--- config.mk ---
export PLATFORM = sky130hd
export DESIGN_NAME = bus_arbiter_flat
export DESIGN_NICKNAME = d
export VERILOG_FILES = /design/src/rtl/bus_arbiter_if.sv /design/src/rtl/bus_arbiter.sv /design/src/flat_wrapper.sv
export SDC_FILE = /design/constraint.sdc
export NUM_CORES = 1
export LEC_CHECK = 0
export BUFFER_PORTS_ARGS = -buffer_cell sky130_fd_sc_hd__buf_2
export CAP_MARGIN = 20
export CORE_AREA = 10 10 201 203
export CTS_BUF_LIST = sky130_fd_sc_hd__clkbuf_2 sky130_fd_sc_hd__clkbuf_4 sky130_fd_sc_hd__clkbuf_8
export DETAILED_ROUTE_END_ITERATION = 16
export DIE_AREA = 0 0 211 213
export PLACE_DENSITY = 0.43
export SLEW_MARGIN = 30
export SYNTH_ARGS = -nofsm -noshare
export SYNTH_HDL_FRONTEND = slang
export SYNTH_SLANG_ARGS = --single-unit
--- constraint.sdc ---
create_clock -name clk -period 10.8 [get_ports clk]
set_input_delay 1.08 -clock clk [delete_from_list [all_inputs] [get_ports clk]]
set_output_delay 1.08 -clock clk [all_outputs]
set_load 0.01 [all_outputs]
--- src/rtl/bus_arbiter_if.sv ---
`default_nettype none
// ============================================================================
// Module   : bus_arbiter_if
// Purpose  : Request/grant/done bundle for the masters plus the downstream
//            single-port bus command/response signals of bus_arbiter.
// Revision : 1.0 - initial release
// ============================================================================
interface bus_arbiter_if #(
    parameter int NUM_MASTERS = 2,
    parameter int ADDR_W      = 64,
    parameter int DATA_W      = 64
);
    localparam int C_OWNER_W = $clog2(NUM_MASTERS);

    logic [NUM_MASTERS-1:0]        m_req;
    logic [NUM_MASTERS*ADDR_W-1:0] m_addr;
    logic [NUM_MASTERS*DATA_W-1:0] m_wdata;
    logic [NUM_MASTERS*3-1:0]      m_rd_ctrl;
    logic [NUM_MASTERS*3-1:0]      m_wr_ctrl;
    logic [NUM_MASTERS-1:0]        m_lock;
    logic [NUM_MASTERS-1:0]        m_gnt;
    logic [NUM_MASTERS-1:0]        m_done;
    logic [NUM_MASTERS-1:0]        m_err;
    logic [DATA_W-1:0]             m_rdata;
    logic [2:0]                    bus_rd_ctrl;
    logic [2:0]                    bus_wr_ctrl;
    logic [ADDR_W-1:0]             bus_addr;
    logic [DATA_W-1:0]             bus_din;
    logic [DATA_W-1:0]             bus_dout;
    logic                          bus_ready;
    logic                          bus_busy;
    logic [C_OWNER_W-1:0]          owner;

    // master: the arbiter itself; slave: the requesting masters and bus slave
    modport master (
        input  m_req, m_addr, m_wdata, m_rd_ctrl, m_wr_ctrl, m_lock,
        input  bus_dout, bus_ready,
        output m_gnt, m_done, m_err, m_rdata,
        output bus_rd_ctrl, bus_wr_ctrl, bus_addr, bus_din, bus_busy, owner
    );

    modport slave (
        output m_req, m_addr, m_wdata, m_rd_ctrl, m_wr_ctrl, m_lock,
        output bus_dout, bus_ready,
        input  m_gnt, m_done, m_err, m_rdata,
        input  bus_rd_ctrl, bus_wr_ctrl, bus_addr, bus_din, bus_busy, owner
    );
endinterface
`default_nettype wire

--- src/rtl/bus_arbiter.sv ---
`default_nettype none
// ============================================================================
// Module   : bus_arbiter
// Purpose  : N-master arbiter (fixed priority or round-robin) for the single
//            port system bus, with wait states, lock and access timeout.
// Revision : 1.0 - initial release
// ============================================================================
module bus_arbiter #(
    parameter int NUM_MASTERS = 2,
    parameter int ADDR_W      = 64,
    parameter int DATA_W      = 64,
    parameter int RR_MODE     = 0,
    parameter int TIMEOUT     = 16
) (
    input  logic          clk,
    input  logic          rst,
    bus_arbiter_if.master bus
);
    localparam int C_OWNER_W = $clog2(NUM_MASTERS);
    localparam int C_CNT_W   = (TIMEOUT > 1) ? $clog2(TIMEOUT) : 1;
    localparam logic [C_CNT_W-1:0] C_CNT_LAST = C_CNT_W'((TIMEOUT > 0) ? TIMEOUT - 1 : 0);

    typedef enum logic [0:0] {
        ST_IDLE   = 1'b0,
        ST_ACCESS = 1'b1
    } state_t;

    state_t                 r_state;
    logic [NUM_MASTERS-1:0] r_gnt;
    logic [C_OWNER_W-1:0]   r_owner;
    logic [C_OWNER_W-1:0]   r_ptr;
    logic [C_CNT_W-1:0]     r_cnt;
    logic [2:0]             r_rd_ctrl;
    logic [2:0]             r_wr_ctrl;
    logic [ADDR_W-1:0]      r_addr;
    logic [DATA_W-1:0]      r_din;
    logic                   r_busy;

    logic                   w_in_access;
    logic                   w_timeout;
    logic                   w_complete;
    logic                   w_arb_en;
    logic                   w_lock_hold;
    logic [NUM_MASTERS-1:0] w_owner_oh;
    logic [NUM_MASTERS-1:0] w_cand;
    logic                   w_found_lo;
    logic                   w_found_hi;
    logic                   w_found;
    logic [C_OWNER_W-1:0]   w_win_lo;
    logic [C_OWNER_W-1:0]   w_win_hi;
    logic [C_OWNER_W-1:0]   w_win;

    assign w_in_access = (r_state == ST_ACCESS);
    assign w_owner_oh  = NUM_MASTERS'(1) << r_owner;
    assign w_timeout   = (TIMEOUT != 0) && w_in_access && !bus.bus_ready && (r_cnt == C_CNT_LAST);
    assign w_complete  = w_in_access && (bus.bus_ready || w_timeout);
    assign w_arb_en    = !w_in_access || w_complete;
    assign w_lock_hold = w_in_access && bus.m_lock[r_owner] && bus.m_req[r_owner];

    // Descending scan: lowest candidate overall, and lowest candidate above the RR pointer
    always_comb begin
        w_cand = bus.m_req;
        if (w_in_access && !bus.m_lock[r_owner])
            w_cand = bus.m_req & ~w_owner_oh;
        w_found_lo = 1'b0;
        w_found_hi = 1'b0;
        w_win_lo   = '0;
        w_win_hi   = '0;
        for (int i = NUM_MASTERS - 1; i >= 0; i--) begin
            if (w_cand[i]) begin
                w_found_lo = 1'b1;
                w_win_lo   = C_OWNER_W'(i);
                if (C_OWNER_W'(i) > r_ptr) begin
                    w_found_hi = 1'b1;
                    w_win_hi   = C_OWNER_W'(i);
                end
            end
        end
        w_found = w_lock_hold || w_found_lo;
        if (w_lock_hold)
            w_win = r_owner;
        else if ((RR_MODE != 0) && w_found_hi)
            w_win = w_win_hi;
        else
            w_win = w_win_lo;
    end

    always_ff @(posedge clk or posedge rst) begin
        if (rst) begin
            r_state   <= ST_IDLE;
            r_gnt     <= '0;
            r_owner   <= '0;
            r_ptr     <= C_OWNER_W'(NUM_MASTERS - 1);
            r_cnt     <= '0;
            r_rd_ctrl <= '0;
            r_wr_ctrl <= '0;
            r_addr    <= '0;
            r_din     <= '0;
            r_busy    <= 1'b0;
        end else if (w_arb_en && w_found) begin
            r_state   <= ST_ACCESS;
            r_busy    <= 1'b1;
            r_gnt     <= NUM_MASTERS'(1) << w_win;
            r_owner   <= w_win;
            r_ptr     <= w_win;
            r_cnt     <= '0;
            r_addr    <= bus.m_addr[int'(w_win)*ADDR_W +: ADDR_W];
            r_din     <= bus.m_wdata[int'(w_win)*DATA_W +: DATA_W];
            r_rd_ctrl <= bus.m_rd_ctrl[int'(w_win)*3 +: 3];
            r_wr_ctrl <= bus.m_wr_ctrl[int'(w_win)*3 +: 3];
        end else if (w_complete) begin
            // address and write data deliberately hold their last values
            r_state   <= ST_IDLE;
            r_busy    <= 1'b0;
            r_gnt     <= '0;
            r_cnt     <= '0;
            r_rd_ctrl <= '0;
            r_wr_ctrl <= '0;
        end else if (w_in_access && (TIMEOUT != 0)) begin
            r_cnt <= r_cnt + 1'b1;
        end
    end

    assign bus.m_gnt       = r_gnt;
    assign bus.owner       = r_owner;
    assign bus.bus_busy    = r_busy;
    assign bus.bus_rd_ctrl = r_rd_ctrl;
    assign bus.bus_wr_ctrl = r_wr_ctrl;
    assign bus.bus_addr    = r_addr;
    assign bus.bus_din     = r_din;
    assign bus.m_done      = w_complete ? w_owner_oh : '0;
    assign bus.m_err       = w_timeout ? w_owner_oh : '0;
    assign bus.m_rdata     = bus.bus_dout;
endmodule
`default_nettype wire
--- src/flat_wrapper.sv ---
// flat-port wrapper written by rule: the top's interface ports become plain ports
module bus_arbiter_flat 
#(
    parameter int NUM_MASTERS = 2,
    parameter int ADDR_W      = 64,
    parameter int DATA_W      = 64,
    parameter int RR_MODE     = 0,
    parameter int TIMEOUT     = 16
)
  (clk, rst, bus_m_req, bus_m_addr, bus_m_wdata, bus_m_rd_ctrl, bus_m_wr_ctrl, bus_m_lock, bus_bus_dout, bus_bus_ready, bus_m_gnt, bus_m_done, bus_m_err, bus_m_rdata, bus_bus_rd_ctrl, bus_bus_wr_ctrl, bus_bus_addr, bus_bus_din, bus_bus_busy, bus_owner);
  bus_arbiter_if #(.NUM_MASTERS(NUM_MASTERS), .ADDR_W(ADDR_W), .DATA_W(DATA_W)) bus_i ();
  input  logic clk;
  input  logic rst;
  input wire logic [$bits(bus_i.m_req)-1:0] bus_m_req;
  input wire logic [$bits(bus_i.m_addr)-1:0] bus_m_addr;
  input wire logic [$bits(bus_i.m_wdata)-1:0] bus_m_wdata;
  input wire logic [$bits(bus_i.m_rd_ctrl)-1:0] bus_m_rd_ctrl;
  input wire logic [$bits(bus_i.m_wr_ctrl)-1:0] bus_m_wr_ctrl;
  input wire logic [$bits(bus_i.m_lock)-1:0] bus_m_lock;
  input wire logic [$bits(bus_i.bus_dout)-1:0] bus_bus_dout;
  input wire logic [$bits(bus_i.bus_ready)-1:0] bus_bus_ready;
  output wire logic [$bits(bus_i.m_gnt)-1:0] bus_m_gnt;
  output wire logic [$bits(bus_i.m_done)-1:0] bus_m_done;
  output wire logic [$bits(bus_i.m_err)-1:0] bus_m_err;
  output wire logic [$bits(bus_i.m_rdata)-1:0] bus_m_rdata;
  output wire logic [$bits(bus_i.bus_rd_ctrl)-1:0] bus_bus_rd_ctrl;
  output wire logic [$bits(bus_i.bus_wr_ctrl)-1:0] bus_bus_wr_ctrl;
  output wire logic [$bits(bus_i.bus_addr)-1:0] bus_bus_addr;
  output wire logic [$bits(bus_i.bus_din)-1:0] bus_bus_din;
  output wire logic [$bits(bus_i.bus_busy)-1:0] bus_bus_busy;
  output wire logic [$bits(bus_i.owner)-1:0] bus_owner;
  assign bus_i.m_req = bus_m_req;
  assign bus_i.m_addr = bus_m_addr;
  assign bus_i.m_wdata = bus_m_wdata;
  assign bus_i.m_rd_ctrl = bus_m_rd_ctrl;
  assign bus_i.m_wr_ctrl = bus_m_wr_ctrl;
  assign bus_i.m_lock = bus_m_lock;
  assign bus_i.bus_dout = bus_bus_dout;
  assign bus_i.bus_ready = bus_bus_ready;
  assign bus_m_gnt = bus_i.m_gnt;
  assign bus_m_done = bus_i.m_done;
  assign bus_m_err = bus_i.m_err;
  assign bus_m_rdata = bus_i.m_rdata;
  assign bus_bus_rd_ctrl = bus_i.bus_rd_ctrl;
  assign bus_bus_wr_ctrl = bus_i.bus_wr_ctrl;
  assign bus_bus_addr = bus_i.bus_addr;
  assign bus_bus_din = bus_i.bus_din;
  assign bus_bus_busy = bus_i.bus_busy;
  assign bus_owner = bus_i.owner;
  bus_arbiter #(.NUM_MASTERS(NUM_MASTERS), .ADDR_W(ADDR_W), .DATA_W(DATA_W), .RR_MODE(RR_MODE), .TIMEOUT(TIMEOUT)) u_core (.clk(clk), .rst(rst), .bus(bus_i));
endmodule
==> metrics.md, run 1 <==
| Metric | Value |
|---|---|
| Largest net degree at the start of global routing | `101` |
| Most common cell after layout, fill and taps aside | `buf_2` |
| Worst path top cell family by delay | `buffers and inverters` |
| First-pass GRT wire length | `37200 um` |
| Drt total wl | `24760 um` |
| Peak VDD IR | `0.06857 mV` |
| GR Overflow Total | `0` |
| Slew @ Worst Pin | `1.007 ns` |
| Die height | `213 um` |
| Mean Syn Cell Area | `10.27 um^2` |
| Worst Hold Class | `reg -> reg` |
| Share of the synthesized area in the top cell type | `49.91%` |
| Core ar. | `36260 um^2` |
| DIE WIDTH | `211 um` |
| Leak pwr | `5.245 nW` |
| Routed vias/inst | `3.890` |
| Root Buffer | `clkbuf_8` |
| Hold WS | `0.4760 ns` |
| Routed met1 length | `9995 um` |
| Async set-or-reset flop fraction in the synthesized netlist | `100.0%` |
| Yosys warning count | `0` |
| Seq cells post-synth | `142` |
| Post-Layout Cell Count | `1506` |
| Cell area after layout | `9500 um^2` |
| Power density over the cells | `187.1 nW/um^2` |
| Critical Path RT | `11.13 ns` |
| Slew Viols, Final | `0` |
| Unrepaired setup endpoints after global routing | `false` |
| Commonest non-fill, non-tap cells in the layout | `buf_2, dfrtp_1, nand2_1, mux2i_1, o21ai_0` |
| CP Cell Sequence | `buf_2 -> a31oi_1 -> nand2_1 -> o221ai_4 -> buf_4 -> buf_4 -> o21ai_0` |
| Post-CTS Resized | `0` |
| Initial Utilization | `19.63%` |
| Fraction of layout cells with a size suffix above 1 | `44.22%` |
| DRC violation count after routing | `0` |
| Dpl cells | `1474` |
| Net Count, Synth | `1033` |
| Critical Path Max Stage Delay | `0.70 ns` |
| Seq/Total Area, Yosys | `49.91%` |
| Initial drt markers | `191` |
| Tcrit/Tclk final | `29.11%` |
| CP endpoint kind | `flop` |
| Overall Global Routing Usage | `10.71%` |
| FILL cells | `3963` |
| Top cells by area, synth | `dfrtp_1, mux2i_1, buf_4, nand2_1, o21ai_0` |
| Number of global-route vias before repair | `6463` |
| Most common cell on crit path | `buf_4` |
| WL met2 | `11680 um` |
| Clk_lat worst skew | `0.48 ns` |
| Crit-path slowest cell | `buf_4` |
| CTS Buffer Depth | `2` |
| Crit-path max FO | `91` |
| WS Path Type | `in -> reg` |
| Post-DP Area | `9036 um^2` |
| Final clock skew | `0.01314 ns` |
| Clock tree sinks | `142` |
| Post-CTS Setup Inserts | `0` |
| P&R area growth vs syn | `33.44%` |
| Met3 WL | `2514 um` |
| Fin nets | `1365` |
| Post-synthesis cell count | `693` |
| Startpoint type of the worst setup path | `primary input` |
| Critical path arrival | `3.47 ns` |
| CP bufs+invs | `3` |
| Clk slew on worst S/H paths | `0.08 ns` |
| 1st-pass router iterations | `4` |
| Post-synth cell types | `28` |
| Netlist Area Pre-Place | `7119 um^2` |
| # rows | `70` |
| Area leader, netlist | `dfrtp_1` |
| Routability cong. | `0.7773` |
| Max-cap violations | `0` |
| PnR worst setup slack | `7.656 ns` |
| Final hold violations | `0` |
| FMAX | `318.1 MHz` |
| Rel. slew slack | `32.90%` |
| Min cycle time layout | `3.144 ns` |
| # IOs | `545` |
| Initial antenna violation count | `1` |
| Ant. Diodes | `0` |
| DIE AREA | `44940 um^2` |
| Top_reg_cell synth | `dfrtp_1` |
| Final setup fails | `0` |
| Top layer in use | `met5` |
| Number of flops mapped to enable cells by yosys | `0` |
| Setup TNS | `0 ns` |
| CTS tree | `done` |
| TritonCTS Buffers | `17` |
| Run status | `complete, no violations` |
| H-tree Lvls | `4` |
| Hold buffer count at CTS | `0` |
| Dpl ws | `7.151 ns` |
| WL/cell | `16.44 um` |
| DR vias | `5858` |
| Antenna Nets Post-Route | `0` |
| Post-DP HPWL | `20050 um` |
| PortBufs | `416` |
## flip-flops by register name, summed over array words and instances, names as in the netlist
name	count
u_core.bus.bus_addr	64
u_core.bus.owner	1
u_core.bus.bus_rd_ctrl	3
u_core.bus.m_gnt	2
u_core.r_cnt	4
u_core.bus.bus_busy	1
u_core.bus.bus_din	64
u_core.bus.bus_wr_ctrl	3
## worst paths after layout
path                       slack (ns)                       to              startpoint  depth (start not counted)
setup / recovery                 7.66    u_core.bus.bus_din[4]           bus_bus_ready                          7
hold / removal                   0.48   u_core.bus.bus_din[53]  u_core.bus.bus_din[53]                          2
setup reg to reg                 7.67    u_core.bus.bus_din[4]         u_core.r_cnt[0]                          7
hold reg to reg                  0.48   u_core.bus.bus_din[53]  u_core.bus.bus_din[53]                          2
max in group asynchronous        9.01  u_core.bus.bus_addr[11]                     rst                          3
min in group asynchronous        0.69  u_core.bus.bus_addr[60]                     rst                          2
## stage by stage
stage	utilization (%)	total power [mW]
final	26.20	1.777
after global routing	26.20	1.908
after CTS	26.19	1.825
after detailed placement	24.92	1.304
after global placement	24.92	1.299
after floorplan	-	1.064
## routing by layer
layer / track usage, % / vias up
met1: 11.81 / 2563
met4: 4.471 / 2
met3: 5.132 / 35
li1: - / 2963
met2: 17.36 / 295
met5: 0 / -
## power by group
part	total [mW]	internal [mW]	switching (mW)
Sequential	0.730	0.661	0.0688
Clock	0.506	0.282	0.224
Combinational	0.542	0.226	0.316
## cells by family after synthesis
kind of cell / share of synthesized area [%]
buffers and inverters: 11.62
flip-flops: 49.91
multiplexers: 18.84
AO/OA/AOI/OAI: 10.76
adder cells (fa/ha/maj): 0.1757
AND/OR/NAND/NOR: 8.700
## layout make-up
cell class / instances / area, um^2 / share of cell area, %
Inverter: 2 / 12.51 / 0.1317
Clock buffer: 18 / 247.7 / 2.608
Tap cell: 468 / 585.6 / 6.164
Sequential cell: 142 / 3553 / 37.40
Multi-Input combinational cell: 440 / 2758 / 29.03
Timing Repair Buffer: 422 / 2131 / 22.43
Clock inverter: 14 / 212.7 / 2.239
## worst min-delay path: stages, from the launching register on
cell and delay, ns:
dfrtp_1 0.34, nand2_1 0.04, o21ai_0 0.06
## synth_stat cells, types with 3 or more instances
library cell,number
dfrtp_1,142
nand2_1,141
mux2i_1,134
o21ai_0,104
buf_4,71
o21ai_1,37
buf_6,16
clkbuf_2,11
buf_2,8
nor2_1,4
clkbuf_1,3
nor3_1,3
Power figures use the tool's default switching activity.
==> inputs of run 2 (changes only) <==
==> constraint.sdc (replaced) <==
create_clock -name clk -period 3.2 [get_ports clk]
set_input_delay 0.32 -clock clk [delete_from_list [all_inputs] [get_ports clk]]
set_output_delay 0.32 -clock clk [all_outputs]
set_load 0.01 [all_outputs]
==> run 2 against run 1 <==
Effect of this change: total power grew to 3.2 times the previous value; combinational power grew to 3.4 times the previous value; core utilization grew 0.16 points; clock power grew to 2.8 times the previous value; clock skew is essentially flat; critical path depth unchanged; final area up 0.62%; sequential power rose to 3.4 times the previous value; count of clock-buffer cells in the layout up 2; largest power group unchanged; highest routed layer unchanged.
==> metrics.md, run 2 (synthesis gave the netlist of run 1 again) <==
| Metric | Value |
|---|---|
| Unrepaired setup endpoints after global routing | `false (unchanged)` |
| CP startpoint | `u_core.bus.bus_busy (was bus_bus_ready)` |
| Tcrit/Tclk final | `69.81%` |
| Fin nets | `1374 (was 1365)` |
| Reg2Reg Launch Point | `u_core.bus.bus_busy (was u_core.r_cnt[0])` |
| Final hold violations | `0 (unchanged)` |
| FMAX | `447.7 MHz` |
| WL/cell | `16.69 um (was 16.44 um)` |
| Antenna Nets Post-Route | `0 (unchanged)` |
| P&R area growth vs syn | `34.27% (was 33.44%)` |
| Largest net degree at the start of global routing | `140 (was 101)` |
| 1st-pass router iterations | `4 (unchanged)` |
| Drt total wl | `25290 um (was 24760 um)` |
| Initial antenna violation count | `2 (was 1)` |
| DIE WIDTH | `211 um (unchanged)` |
| CTS tree | `done (unchanged)` |
| Critical path arrival | `2.57 ns (was 3.47 ns)` |
| # IOs | `545 (unchanged)` |
| DRC violation count after routing | `0 (unchanged)` |
| Max-cap violations | `0 (unchanged)` |
| Cell area after layout | `9559 um^2 (was 9500 um^2)` |
| Final setup fails | `0 (unchanged)` |
| Crit-path max FO | `24 (was 91)` |
| Post-DP Area | `9170 um^2 (was 9036 um^2)` |
| Worst Hold Class | `in -> reg (was reg -> reg)` |
| CTS Buffer Depth | `2 (unchanged)` |
| Min cycle time layout | `2.234 ns` |
| Rel. slew slack | `48.63% (was 32.90%)` |
| DIE AREA | `44940 um^2 (unchanged)` |
| Final clock skew | `0.01315 ns (was 0.01314 ns)` |
| Overall Global Routing Usage | `10.93% (was 10.71%)` |
| Routed vias/inst | `3.936 (was 3.890)` |
| PortBufs | `416 (unchanged)` |
| HP Start | `bus_m_wdata[82] (was u_core.bus.bus_din[53])` |
| Clk_lat worst skew | `0.47 ns (was 0.48 ns)` |
| H-tree Lvls | `4 (unchanged)` |
| Initial Utilization | `19.63% (unchanged)` |
| GR Overflow Total | `0 (unchanged)` |
| Power density over the cells | `603.0 nW/um^2 (was 187.1 nW/um^2)` |
| Commonest non-fill, non-tap cells in the layout | `buf_2, dfrtp_1, nand2_1, mux2i_1, o21ai_0 (unchanged)` |
| # rows | `70 (unchanged)` |
| WS Path Type | `reg -> reg (was in -> reg)` |
| Peak VDD IR | `0.2336 mV (was 0.06857 mV)` |
| Post-CTS Setup Inserts | `0 (unchanged)` |
| First-pass GRT wire length | `37910 um (was 37200 um)` |
| Routability cong. | `0.7547 (was 0.7773)` |
| Die height | `213 um (unchanged)` |
| Root Buffer | `clkbuf_8 (unchanged)` |
| DR vias | `5963 (was 5858)` |
| Number of global-route vias before repair | `6449 (was 6463)` |
| Leak pwr | `5.263 nW (was 5.245 nW)` |
| Clk slew on worst S/H paths | `0.09 ns (was 0.08 ns)` |
| Most common cell after layout, fill and taps aside | `buf_2 (unchanged)` |
| Clock tree sinks | `142 (unchanged)` |
| TritonCTS Buffers | `17 (unchanged)` |
| Fraction of layout cells with a size suffix above 1 | `44.60% (was 44.22%)` |
| CP endpoint kind | `flop (unchanged)` |
| Critical Path RT | `3.53 ns (was 11.13 ns)` |
| Setup TNS | `0 ns (unchanged)` |
| Slew @ Worst Pin | `0.7706 ns (was 1.007 ns)` |
| Ant. Diodes | `0 (unchanged)` |
| Initial drt markers | `154 (was 191)` |
| Slew Viols, Final | `0 (unchanged)` |
| Startpoint type of the worst setup path | `flop (was primary input)` |
| Core ar. | `36260 um^2 (unchanged)` |
| Run status | `complete, no violations (unchanged)` |
| Post-DP HPWL | `20230 um (was 20050 um)` |
-- run 2: final timing paths --
check / to / slack (ns) / cells past startpoint
setup / recovery: u_core.bus.bus_din[42] / 0.97 / 7
hold / removal: u_core.bus.bus_din[18] / 0.11 / 3
setup reg to reg: u_core.bus.bus_din[42] / 0.97 / 7
hold reg to reg: u_core.bus.bus_addr[43] / 0.48 / 2
max in group asynchronous: u_core.bus.bus_busy / 1.93 / 4
min in group asynchronous: u_core.bus.bus_din[22] / 0.30 / 3
-- run 2: repair_timing --
action / CTS / global route
hold buffers: 1 / 0
endpoints found under the hold margin: 3 / 0
resized for setup: 0 / 0
-- run 2: per-layer routing --
| layer | up-vias | part of all wire (%) | GRT usage [%] |
|---|---|---|---|
| met5 | - | 0.11 | 0 |
| met4 | 4 | 1.8 | 3.721 |
| met3 | 33 | 12 | 6.364 |
| met2 | 305 | 48 | 18.29 |
| met1 | 2647 | 38 | 11.22 |
| li1 | 2974 | - | - |
-- run 2: through the flow --
step | total power, mW | std cells | utilization, % | worst slack [ns] | hold slack (ns)
global route | 6.227 | 1515 | 26.36 | 0.7488 | 0.05749
detailed placement | 4.431 | 1482 | 25.29 | 0.9337 | 0.2240
floorplan | 3.591 | 693 | - | 1.103 | 0.4618
CTS | 5.935 | 1515 | 26.36 | 0.9009 | 0.05255
global placement | 4.408 | 1482 | 25.29 | 0.9545 | 0.2222
finish | 5.765 | 1515 | 26.36 | 0.9661 | 0.1135
-- run 2: power breakdown --
group	switching (mW)	internal (mW)
logic	1.07	0.795
registers	0.227	2.23
clock network	0.772	0.669
total	2.07	3.70
-- run 2: area by class of cell --
class / count / area (um^2)
flip-flops and latches: 142 / 3553
inverters: 2 / 11.26
clock buffers: 20 / 269.0
fillers: 4018 / 26700
multi-input cells: 440 / 2758
well taps: 468 / 585.6
repair buffers: 431 / 2272
clock inverters: 12 / 110.1
-- run 2: critical path: stages, from the launching register on --
cell	delay (ns)
dfrtp_1	0.48
inv_1	0.06
o21ai_0	0.32
nand3_4	0.41
buf_12	0.32
buf_4	0.20
mux2i_1	0.18
o21ai_0	0.10
